--- src/rtl/id_operand_pipe.sv ---
// ---------------------------------------------------------------------------
// id_operand_pipe
//   ID-stage operand generator with the ID/EX pipeline register.
//   Selects operand_1/operand_2 per opcode from the register file, the EX/MEM
//   bypass paths, the immediate field or the PC. The result is registered
//   behind a valid/ready handshake. Load-use hazards block acceptance, and
//   stalled cycles are counted in a saturating counter.
//
// Ports
//   clk, rst                 clock, asynchronous active-high reset
//   in_valid / in_ready      decoded instruction handshake (upstream)
//   op, imm, pc              opcode, immediate (DATA_W/2), instruction PC
//   rs_addr, rt_addr         source register addresses
//   reg_data_1, reg_data_2   register-file reads for rs / rt
//   ex_we/ex_waddr/ex_wdata/ex_is_load   EX-stage bypass source
//   mem_we/mem_waddr/mem_wdata           MEM-stage bypass source
//   out_valid / out_ready    ID/EX handshake (downstream)
//   operand_1, operand_2     registered operands
//   load_use_stall           combinational hazard indication
//   stall_cycles             saturating count of stalled cycles
// ---------------------------------------------------------------------------
module id_operand_pipe #(
  parameter int DATA_W      = 32,
  parameter int REG_ADDR_W  = 5,
  parameter int OP_W        = 6,
  parameter int STALL_CNT_W = 16
) (
  input  logic                   clk,
  input  logic                   rst,
  input  logic                   in_valid,
  output logic                   in_ready,
  input  logic [OP_W-1:0]        op,
  input  logic [DATA_W/2-1:0]    imm,
  input  logic [DATA_W-1:0]      pc,
  input  logic [REG_ADDR_W-1:0]  rs_addr,
  input  logic [REG_ADDR_W-1:0]  rt_addr,
  input  logic [DATA_W-1:0]      reg_data_1,
  input  logic [DATA_W-1:0]      reg_data_2,
  input  logic                   ex_we,
  input  logic [REG_ADDR_W-1:0]  ex_waddr,
  input  logic [DATA_W-1:0]      ex_wdata,
  input  logic                   ex_is_load,
  input  logic                   mem_we,
  input  logic [REG_ADDR_W-1:0]  mem_waddr,
  input  logic [DATA_W-1:0]      mem_wdata,
  output logic                   out_valid,
  input  logic                   out_ready,
  output logic [DATA_W-1:0]      operand_1,
  output logic [DATA_W-1:0]      operand_2,
  output logic                   load_use_stall,
  output logic [STALL_CNT_W-1:0] stall_cycles
);

  localparam int HW = DATA_W / 2;

  localparam logic [OP_W-1:0] OP_SPECIAL = OP_W'(6'b000000);
  localparam logic [OP_W-1:0] OP_JAL     = OP_W'(6'b000011);
  localparam logic [OP_W-1:0] OP_BEQ     = OP_W'(6'b000100);
  localparam logic [OP_W-1:0] OP_BNE     = OP_W'(6'b000101);
  localparam logic [OP_W-1:0] OP_ADDIU   = OP_W'(6'b001001);
  localparam logic [OP_W-1:0] OP_ORI     = OP_W'(6'b001101);
  localparam logic [OP_W-1:0] OP_LUI     = OP_W'(6'b001111);

  // Bypass resolution for one source. A pending load in EX is not a hit:
  // its data is not ready yet, and the hazard logic stalls instead.
  function automatic logic [DATA_W-1:0] resolve(
    input logic [REG_ADDR_W-1:0] addr,
    input logic [DATA_W-1:0]     rf
  );
    if (addr == '0)
      resolve = '0;
    else if (ex_we && !ex_is_load && ex_waddr == addr)
      resolve = ex_wdata;
    else if (mem_we && mem_waddr == addr)
      resolve = mem_wdata;
    else
      resolve = rf;
  endfunction

  // Source index 0 = rs, 1 = rt.
  logic [1:0][REG_ADDR_W-1:0] src_addr;
  logic [1:0][DATA_W-1:0]     rf_data;
  logic [1:0][DATA_W-1:0]     src_data;

  assign src_addr = {rt_addr, rs_addr};
  assign rf_data  = {reg_data_2, reg_data_1};

  for (genvar g = 0; g < 2; g++) begin : g_src
    assign src_data[g] = resolve(src_addr[g], rf_data[g]);
  end

  logic use_rs, use_rt;
  logic [DATA_W-1:0] op1_d, op2_d;

  always_comb begin
    use_rs = 1'b0;
    use_rt = 1'b0;
    op1_d  = '0;
    op2_d  = '0;
    case (op)
      OP_ADDIU: begin
        use_rs = 1'b1;
        op1_d  = src_data[0];
        op2_d  = {{HW{imm[HW-1]}}, imm};
      end
      OP_ORI: begin
        use_rs = 1'b1;
        op1_d  = src_data[0];
        op2_d  = {{HW{1'b0}}, imm};
      end
      OP_LUI: begin
        op2_d  = {imm, {HW{1'b0}}};
      end
      OP_BEQ, OP_BNE, OP_SPECIAL: begin
        use_rs = 1'b1;
        use_rt = 1'b1;
        op1_d  = src_data[0];
        op2_d  = src_data[1];
      end
      OP_JAL: begin
        op1_d  = pc + DATA_W'(8);   // wraps modulo 2^DATA_W
      end
      default: ;
    endcase
  end

  assign load_use_stall = in_valid && ex_we && ex_is_load && (ex_waddr != '0) &&
                          ((use_rs && ex_waddr == rs_addr) ||
                           (use_rt && ex_waddr == rt_addr));

  logic                   out_valid_q;
  logic [DATA_W-1:0]      op1_q, op2_q;
  logic [STALL_CNT_W-1:0] stall_q;
  logic                   accept;

  assign in_ready = (!out_valid_q || out_ready) && !load_use_stall;
  assign accept   = in_valid && in_ready;

  always_ff @(posedge clk or posedge rst) begin
    if (rst) begin
      out_valid_q <= 1'b0;
      op1_q       <= '0;
      op2_q       <= '0;
      stall_q     <= '0;
    end else begin
      if (accept) begin
        out_valid_q <= 1'b1;
        op1_q       <= op1_d;
        op2_q       <= op2_d;
      end else if (out_ready) begin
        out_valid_q <= 1'b0;
      end
      if (load_use_stall && stall_q != {STALL_CNT_W{1'b1}})
        stall_q <= stall_q + STALL_CNT_W'(1);
    end
  end

  assign out_valid    = out_valid_q;
  assign operand_1    = op1_q;
  assign operand_2    = op2_q;
  assign stall_cycles = stall_q;

endmodule

--- config.mk ---
export PLATFORM = sky130hd
export DESIGN_NAME = id_operand_pipe
export DESIGN_NICKNAME = d
export VERILOG_FILES = /design/src/rtl/id_operand_pipe.sv
export SDC_FILE = /design/constraint.sdc
export NUM_CORES = 1
export LEC_CHECK = 0
export BUFFER_PORTS_ARGS = -buffer_cell sky130_fd_sc_hd__buf_2
export CAP_MARGIN = 20
export CORE_MARGIN = 8
export CORE_UTILIZATION = 51
export DETAILED_ROUTE_END_ITERATION = 6
export MAX_ROUTING_LAYER = met4
export PLACE_DENSITY = 0.9
export SLEW_MARGIN = 40
export SYNTH_ARGS = -nofsm -noshare
export SYNTH_HDL_FRONTEND = slang
export SYNTH_SLANG_ARGS = --single-unit
--- constraint.sdc ---
create_clock -name clk -period 6.3 [get_ports clk]
set_input_delay 0.315 -clock clk [delete_from_list [all_inputs] [get_ports clk]]
set_output_delay 0.315 -clock clk [all_outputs]
set_load 0.01 [all_outputs]
==> metrics list, run 1 <==
- The run finished with clean final reports.
- The synthesized netlist contains 49 unique library cells.
* Most common cell after layout, fill and taps aside: buf_2
- Setup slack on the worst reg-to-reg path comes out at around 4.0 ns.
- Initial core utilization: a little over half
* Port bufs: 291
- Data on the critical path is required at its endpoint by ~6.6 ns.
- Cts hold-fix bufs: 0
* Slew Limit Fails: 0
* Highest routed layer: met4
- Period minus WS final: approximately 2.7 ns
- For this design the ratio of total power to cell area is ~180 nW/um^2.
* DRC marker count from the first detailed-route iteration: 961
- Area growth, synth to finish: 31.62%
- Final-layout worst hold slack: ~0.15 ns
- Critical Setup Path Class: input port to flip-flop
- Number of warnings printed during yosys synthesis: 0
- Register bit total from synthesis: approximately 80
- Entering global routing, the biggest net connects 82 pins.
- The most used flip-flop cell after synthesis is dfrtp_1.
- For this design the top-level I/O count stands at between 200 and 300.
- Initial antenna violation count: 3
- Measured along the y axis, the die boundary spans between 100 and 150 um.
* Slowest library cell on the worst path: nor2_4
- Max_slew headroom: between 40 and 50%
- Total power for the finished layout comes to 0.001422 W.
- Proportion of power drawn by combinational gates: between 20% and 30%
- For this run, the top clock speed supported by timing is about 0.36 GHz.
* Routed length on met1: 9856 um
- CP peak stage delay: approximately 0.63 ns
- The floorplan step defined a die boundary enclosing around 15000 um^2.
- Of the cells placed in the final design, the portion with a size suffix greater than 1 is 33.53%.
- The critical path goes through buf_2, or4_4, o21ai_4, and4b_4, or3_1, buf_4, nor2_4, a32o_1.
- Worst r2r path cells: 6
* Number of enable flip-flop cells after synthesis: 0
* Beginning of the worst register-to-register path: out_valid
* Sequential fraction of the synthesis area: about 34%
- CTS Buf Count: 9
- Clock tree synthesis selected as its root buffer the cell clkbuf_16.
- Dividing the synthesized area by the synthesized cell count gives ~8 um^2.
* CTS-repair resized insts: 0
* Number of cells produced by synthesis: roughly 750
- Routed wire length per instance: approximately 23 um
- The routed design has ~26000 um of wire.
- The total overflow left after global routing is 0.
- Clock-pin slew was measured on the worst setup and hold paths at approximately 0.06 ns.
* Maximum number of buffers from clock root to sink: 2
- TritonCTS built the clock tree.
* Total track usage: 33.87%
- Post-synthesis instance area: roughly 5900 um^2
- Type of the worst min-delay path: input port to asynchronous set/reset pin
* Critical Path Sink Type: flip-flop
- Register Area: 2027 um^2
* Global-route wire length before repair: ~38000 um
- Period utilisation layout: approximately 44%
- Proportion of power drawn by the clock network: between 30% and 40%
* Sum of negative setup slack: 0 ns
* Least-Margin Pin Slew: around 0.84 ns
* Estimated wirelength of the detail-placed design: 20690 um
* Most frequent cells in the layout: buf_2 (291), nand2_1 (129), dfrtp_1 (81), nor2_1 (62), o21ai_0 (62)
* Remaining antenna violation count: 0
- Die width: approximately 120 um
- Met3 wire length: approximately 3300 um
- With fillers left out, the area of the finished cells amounts to about 7800 um^2.
- Core region area: 11370 um^2
* Number of global-route vias before repair: around 7000
* Weighted congestion reported at the end of routability-driven placement: about 1.0
- IR drop worst, VDD: roughly 150 uV
* Post-CTS Setup Bufs: 0
- The floorplan has 39 rows.
- Switching Share: 29.90%
* Area taken by multi-input logic gates: 3719 um^2
* Fill cell total of the finished layout: roughly 1000
* Skew-Pair Late Insertion Delay: approximately 0.34 ns
* Max Fanout on Critical Path: 46
- The hold violation total from the final report was 0.
- The tool flagged a number of max-cap violations equal to 0.
- Switching power summed over all nets: ~0.00043 W
* CP arrival: 3.02 ns
* Family of cells with the greatest summed delay on the critical path: simple AND/OR/NAND/NOR gates
- Setup violations remaining at the end of the flow were counted as 0.
- Internal power: roughly 0.001 W
- Post-Synthesis Net Count: 956
- Final net count: between 1000 and 1500
- Setup repair after global routing left no endpoint under its margin.
* Number of optimization iterations in the first detailed-route pass: 6
- Summing all placed instances gives a cell area of roughly 7500 um^2.
- In the synthesized netlist the async set-or-reset flop fraction comes to 100.0%.
- The worst setup path is launched from an input port.
- After detailed routing, the number of vias per cell comes to ~6.3.
* Post-route clock skew: about 0.0062 ns
- Vias: approximately 7200
- CTS saw slightly above 80 sinks.
* Count of H-tree levels built during CTS: 3
* DR DRC count: 0
* Endpoint of the worst register-to-register path: operand_2[28]
- Wire length on met2: between 10000 and 15000 um
* Flop pwr share: between 30% and 40%
- Worst Path Buf+Inv: 2
- Summed over all cells, the static leakage comes to between 3 and 4 nW.
[worst max-delay path by stage]
stage,from,endpoint,slack [ns],cells past startpoint
after global routing,op[5],operand_2[16],3.45,8
after global placement,ex_waddr[1],operand_2[16],3.28,8
final,ex_waddr[1],operand_2[28],3.55,8
after CTS,ex_waddr[1],operand_2[16],3.60,8
after detailed placement,ex_waddr[1],operand_2[16],3.25,8
after floorplan,rst,operand_1[0],3.90,1
[registers in the layout, summed over array words and instances (netlist names)]
| name | count |
|---|---|
| stall_cycles | 16 |
| operand_2 | 32 |
| out_valid | 1 |
| operand_1 | 32 |
[logic make-up after synthesis]
kind of cell / synth area share (%)
and+or+nand+nor: 24.56
DFF: 34.18
buffers and inverters: 4.135
adders and majority gates: 0.4219
xor gates and xnor gates: 9.156
AOI/OAI and AO/OA: 25.78
muxes: 1.772
[synthesized netlist by cell type, drive strengths merged, types with 24 or more instances]
cell | number | area [um^2]
nor2 | 64 | 247.7
o21ai | 64 | 331.6
clkbuf | 41 | 153.9
nand3 | 24 | 120.1
nand4 | 30 | 187.7
a21oi | 57 | 285.3
dfrtp | 81 | 2027
a32o | 26 | 260.3
o22a | 24 | 210.2
xnor2 | 30 | 262.8
nand2 | 129 | 484.2
xor2 | 32 | 280.3
[stage by stage]
stage | cells | util (%) | setup slack [ns]
detailed placement | 1138 | 65.78 | 3.245
floorplan | 745 | - | 3.905
finish | 1158 | 68.66 | 3.553
global route | 1157 | 68.64 | 3.455
CTS | 1154 | 68.47 | 3.597
global placement | 1138 | 65.57 | 3.282
[tightest hold or removal path, delay by kind of cell]
family	cells	cell delay [ns]
buffers and inverters	3	0.67
[routing by layer]
metal / up-vias / global-route usage [%]
met3: 87 / 7.117
met2: 556 / 51.29
met4: 0 / 15.50
met5: - / -
met1: 3340 / 42.70
li1: 3260 / -
[final cells by class]
type / count / share of cell area [%]
multi-input cells: 606 / 47.64
flip-flops and latches: 81 / 25.97
repair buffers: 301 / 19.70
clock buffers: 10 / 3.061
well taps: 143 / 2.292
clock inverters: 6 / 0.8655
inverters: 7 / 0.3526
diodes: 4 / 0.1282
[power groups by stage]
stage | sequential, W | combinational, W | clock, W
6_report | 0.000565 | 0.000312 | 0.000545
5_1_grt | 0.000568 | 0.000336 | 0.000565
4_1_cts | 0.000565 | 0.000308 | 0.000547
3_5_place_dp | 0.000574 | 0.000306 | 0
3_3_place_gp | 0.000572 | 0.000303 | 0
2_1_floorplan | 0.000586 | 0.000128 | 0
(Power assumes the default switching activity.)
==> inputs of run 2 (changes only) <==
--- a/config.mk
+++ b/config.mk
@@ -8,10 +8,10 @@
 export BUFFER_PORTS_ARGS = -buffer_cell sky130_fd_sc_hd__buf_2
 export CAP_MARGIN = 20
 export CORE_MARGIN = 8
-export CORE_UTILIZATION = 51
+export CORE_UTILIZATION = 47
 export DETAILED_ROUTE_END_ITERATION = 6
 export MAX_ROUTING_LAYER = met4
-export PLACE_DENSITY = 0.9
+export PLACE_DENSITY = 0.84
 export SLEW_MARGIN = 40
 export SYNTH_ARGS = -nofsm -noshare
 export SYNTH_HDL_FRONTEND = slang
==> constraint.sdc (replaced) <==
create_clock -name clk -period 2.81 [get_ports clk]
set_input_delay 0.1405 -clock clk [delete_from_list [all_inputs] [get_ports clk]]
set_output_delay 0.1405 -clock clk [all_outputs]
set_load 0.01 [all_outputs]
==> metrics list, run 2 (same netlist as run 1, synthesis figures left out) <==
- The first-pass iteration count of the detailed router was 5 (-1).
- The overall power of the completed layout is 0.003215 W (+130%).
- Maximum number of pins on one net before global-route repair: 82 (unchanged)
* Type of the worst min-delay path: input port to flip-flop
* Beginning of the worst register-to-register path: stall_cycles[4]
* Skew-Pair Late Insertion Delay: 0.34 ns (about the same)
- Routed wire length per instance: 21.39 um (-6.3%)
- Period minus WS final: approximately 2.1 ns
- Port bufs: 291 (unchanged)
- Hold violation count in the final report: 0 (unchanged)
* IR drop worst, VDD: 355.7 uV (+140%)
- The buffer levels on the longest clock path came to 2 (unchanged).
- The initial standard-cell utilization of the core is 47.58% (-4.6 points).
- The run finished with clean final reports.
- Setup-failing EPs final: 0 (unchanged)
- The global-route wire length before repair came to 38810 um (+1.2%).
- The power per standard cell area was 402.1 nW/um^2 (+120%).
- Critical Path Sink Type: flip-flop
- CTS tree: yes
- Core region area: 12470 um^2 (+9.6%)
* Clock slew seen by the registers of the worst setup and hold paths: 0.07 ns (about the same)
- The routed via count is 7269 (+0.36%).
- DR DRC count: 0 (unchanged)
- Total track usage: 31.33% (-2.5 points)
- The die outline width is 128.3 um (+3.6%).
* CP peak stage delay: 0.50 ns (-0.13 ns)
* Post-CTS Setup Bufs: 0 (unchanged)
- Total placed cells including tap cells: 1180 (+3.7%)
- The number of rows created at floorplan was 41 (+5.1%).
* Weighted congestion reported at the end of routability-driven placement: 1.013 (-0.42%)
- Final-layout worst hold slack: 0.1066 ns (-0.04824 ns)
- The detail-routed via count per cell came to 6.037 (-3.5%).
- Hold path depth: 3
- The largest driver fanout on the critical path is 7 (-85%).
- Total clock sinks: 81 (unchanged)
* Worst r2r path cells: 5 (-1)
- Number of global-route vias before repair: 6940 (+0.77%)
* Slew Limit Fails: 0 (unchanged)
* DRC marker count from the first detailed-route iteration: 1021 (+6.2%)
- In the finished design, the share of the clock period the worst path needs comes to about three quarters.
* Critical path required time: 3.04 ns (-3.53 ns)
- The max-capacitance violation count came to 0 (unchanged).
* Least-Margin Pin Slew: 0.7190 ns (-0.1194 ns)
- The data arrival at the endpoint of the critical path is 2.37 ns (-0.65 ns).
- The slack of the critical path was 0.6755 ns (-2.877 ns).
* Most frequent cells in the layout: buf_2 (291), nand2_1 (129), dfrtp_1 (81), nor2_1 (62), o21ai_0 (62)
* Overflow left after global routing: 0 (unchanged)
* Static leakage: 4.010 nW (+1.8%)
- The antenna violation net count after detailed routing was 0 (unchanged).
- Slowest library cell on the worst path: nor4_1
- Post-route clock skew: 0.006153 ns (-0.00004000 ns)
- The tree is rooted in a clkbuf_16.
* I/O pin cnt: 292 (unchanged)
- Cells traversed along the worst timing path: nand4_1, nor4_1, nand3_1, o21ai_0, mux2_2
- Worst slack, placed: 0.4029 ns (-2.842 ns)
- The final net count was 1231 (+1.2%).
- Critical Setup Path Class: flip-flop to flip-flop
- Area growth, synth to finish: 34.83%
- The y dimension of the die is 128.3 um (+3.6%).
- Crit start category: flip-flop
* Upper clock frequency limit: around 0.47 GHz
* Setup repair after global routing missed its margin: false
- The HPWL after detailed placement is 20380 um (-1.5%).
- Fraction of layout instances using a drive strength above 1: 34.05% (+0.52 points)
* Die Footprint: 16470 um^2 (+7.4%)
- CTS Buf Count: 9 (unchanged)
- In this run the most critical hold path is launched from pc[2].
* Count of H-tree levels built during CTS: 3 (unchanged)
- Most common cell after layout, fill and taps aside: buf_2
- The setup TNS after final layout is 0 ns (unchanged).
- Tracing the worst setup path back leads to its startpoint at stall_cycles[4].
- Finished Layout Cells: 1204 (+4.0%)
- Wirelength, routed: 25750 um (-2.5%)
* Max_slew headroom: 52.07% (+8.5 points)
- Initial antenna violation count: 7 (+4)
==> run 2: cell count changes in the layout (fill, tap and decap cells not counted), moves of 3 or more <==
cell	before	now
inv_6	0	3
buf_4	9	18
buf_12	0	5
diode_2	4	7
==> run 2: final timing paths <==
check                             endpoint  slack (ns)
min in group asynchronous     operand_1[6]        0.43
setup reg to reg           stall_cycles[1]        0.68
hold reg to reg               operand_2[6]        0.48
hold / removal                operand_1[2]        0.11
max in group asynchronous    operand_2[24]        2.02
setup / recovery           stall_cycles[1]        0.68
==> run 2: power breakdown <==
group          leakage (nW)  internal, W  switching [W]
sequential             1.07      0.00123      0.0000339
clock                 0.153     0.000708       0.000538
combinational          2.79     0.000302       0.000405
==> run 2: per-layer routing <==
metal	share of wire, %	GRT usage, %	vias to the layer above
met3	11	7.530	67
met2	46	47.63	490
met1	39	39.20	3415
li1	-	-	3297
met4	3.4	13.08	0
met5	0	-	-
==> run 2: cell type report <==
| class | instances | area [um^2] |
|---|---|---|
| inverters | 7 | 27.53 |
| clock buffers | 9 | 225.2 |
| clock inverters | 7 | 85.08 |
| flip-flops and latches | 81 | 2027 |
| multi-input cells | 606 | 3697 |
| fillers | 1118 | 4469 |
| repair buffers | 315 | 1702 |
| diodes | 7 | 17.52 |
| well taps | 172 | 215.2 |
==> run 2: stage by stage <==
stage	util [%]	cell area, um^2
CTS	64.01	7979
finish	64.15	7996
detailed placement	61.44	7659
global route	64.15	7996
global placement	61.38	7651
floorplan	-	5931
==> run 2: worst max-delay path: cells and delay by family, from the launching register on <==
kind | cells | cell delay (ns)
and+or+nand+nor | 3 | 0.93
DFF | 1 | 0.44
muxes | 1 | 0.39
AOI/OAI and AO/OA | 1 | 0.25
==> run 2: repair_timing <==
item                                   CTS  global route
hold buffers                             1             0
endpoints found under the hold margin   81             0
gates resized for setup                  0             0
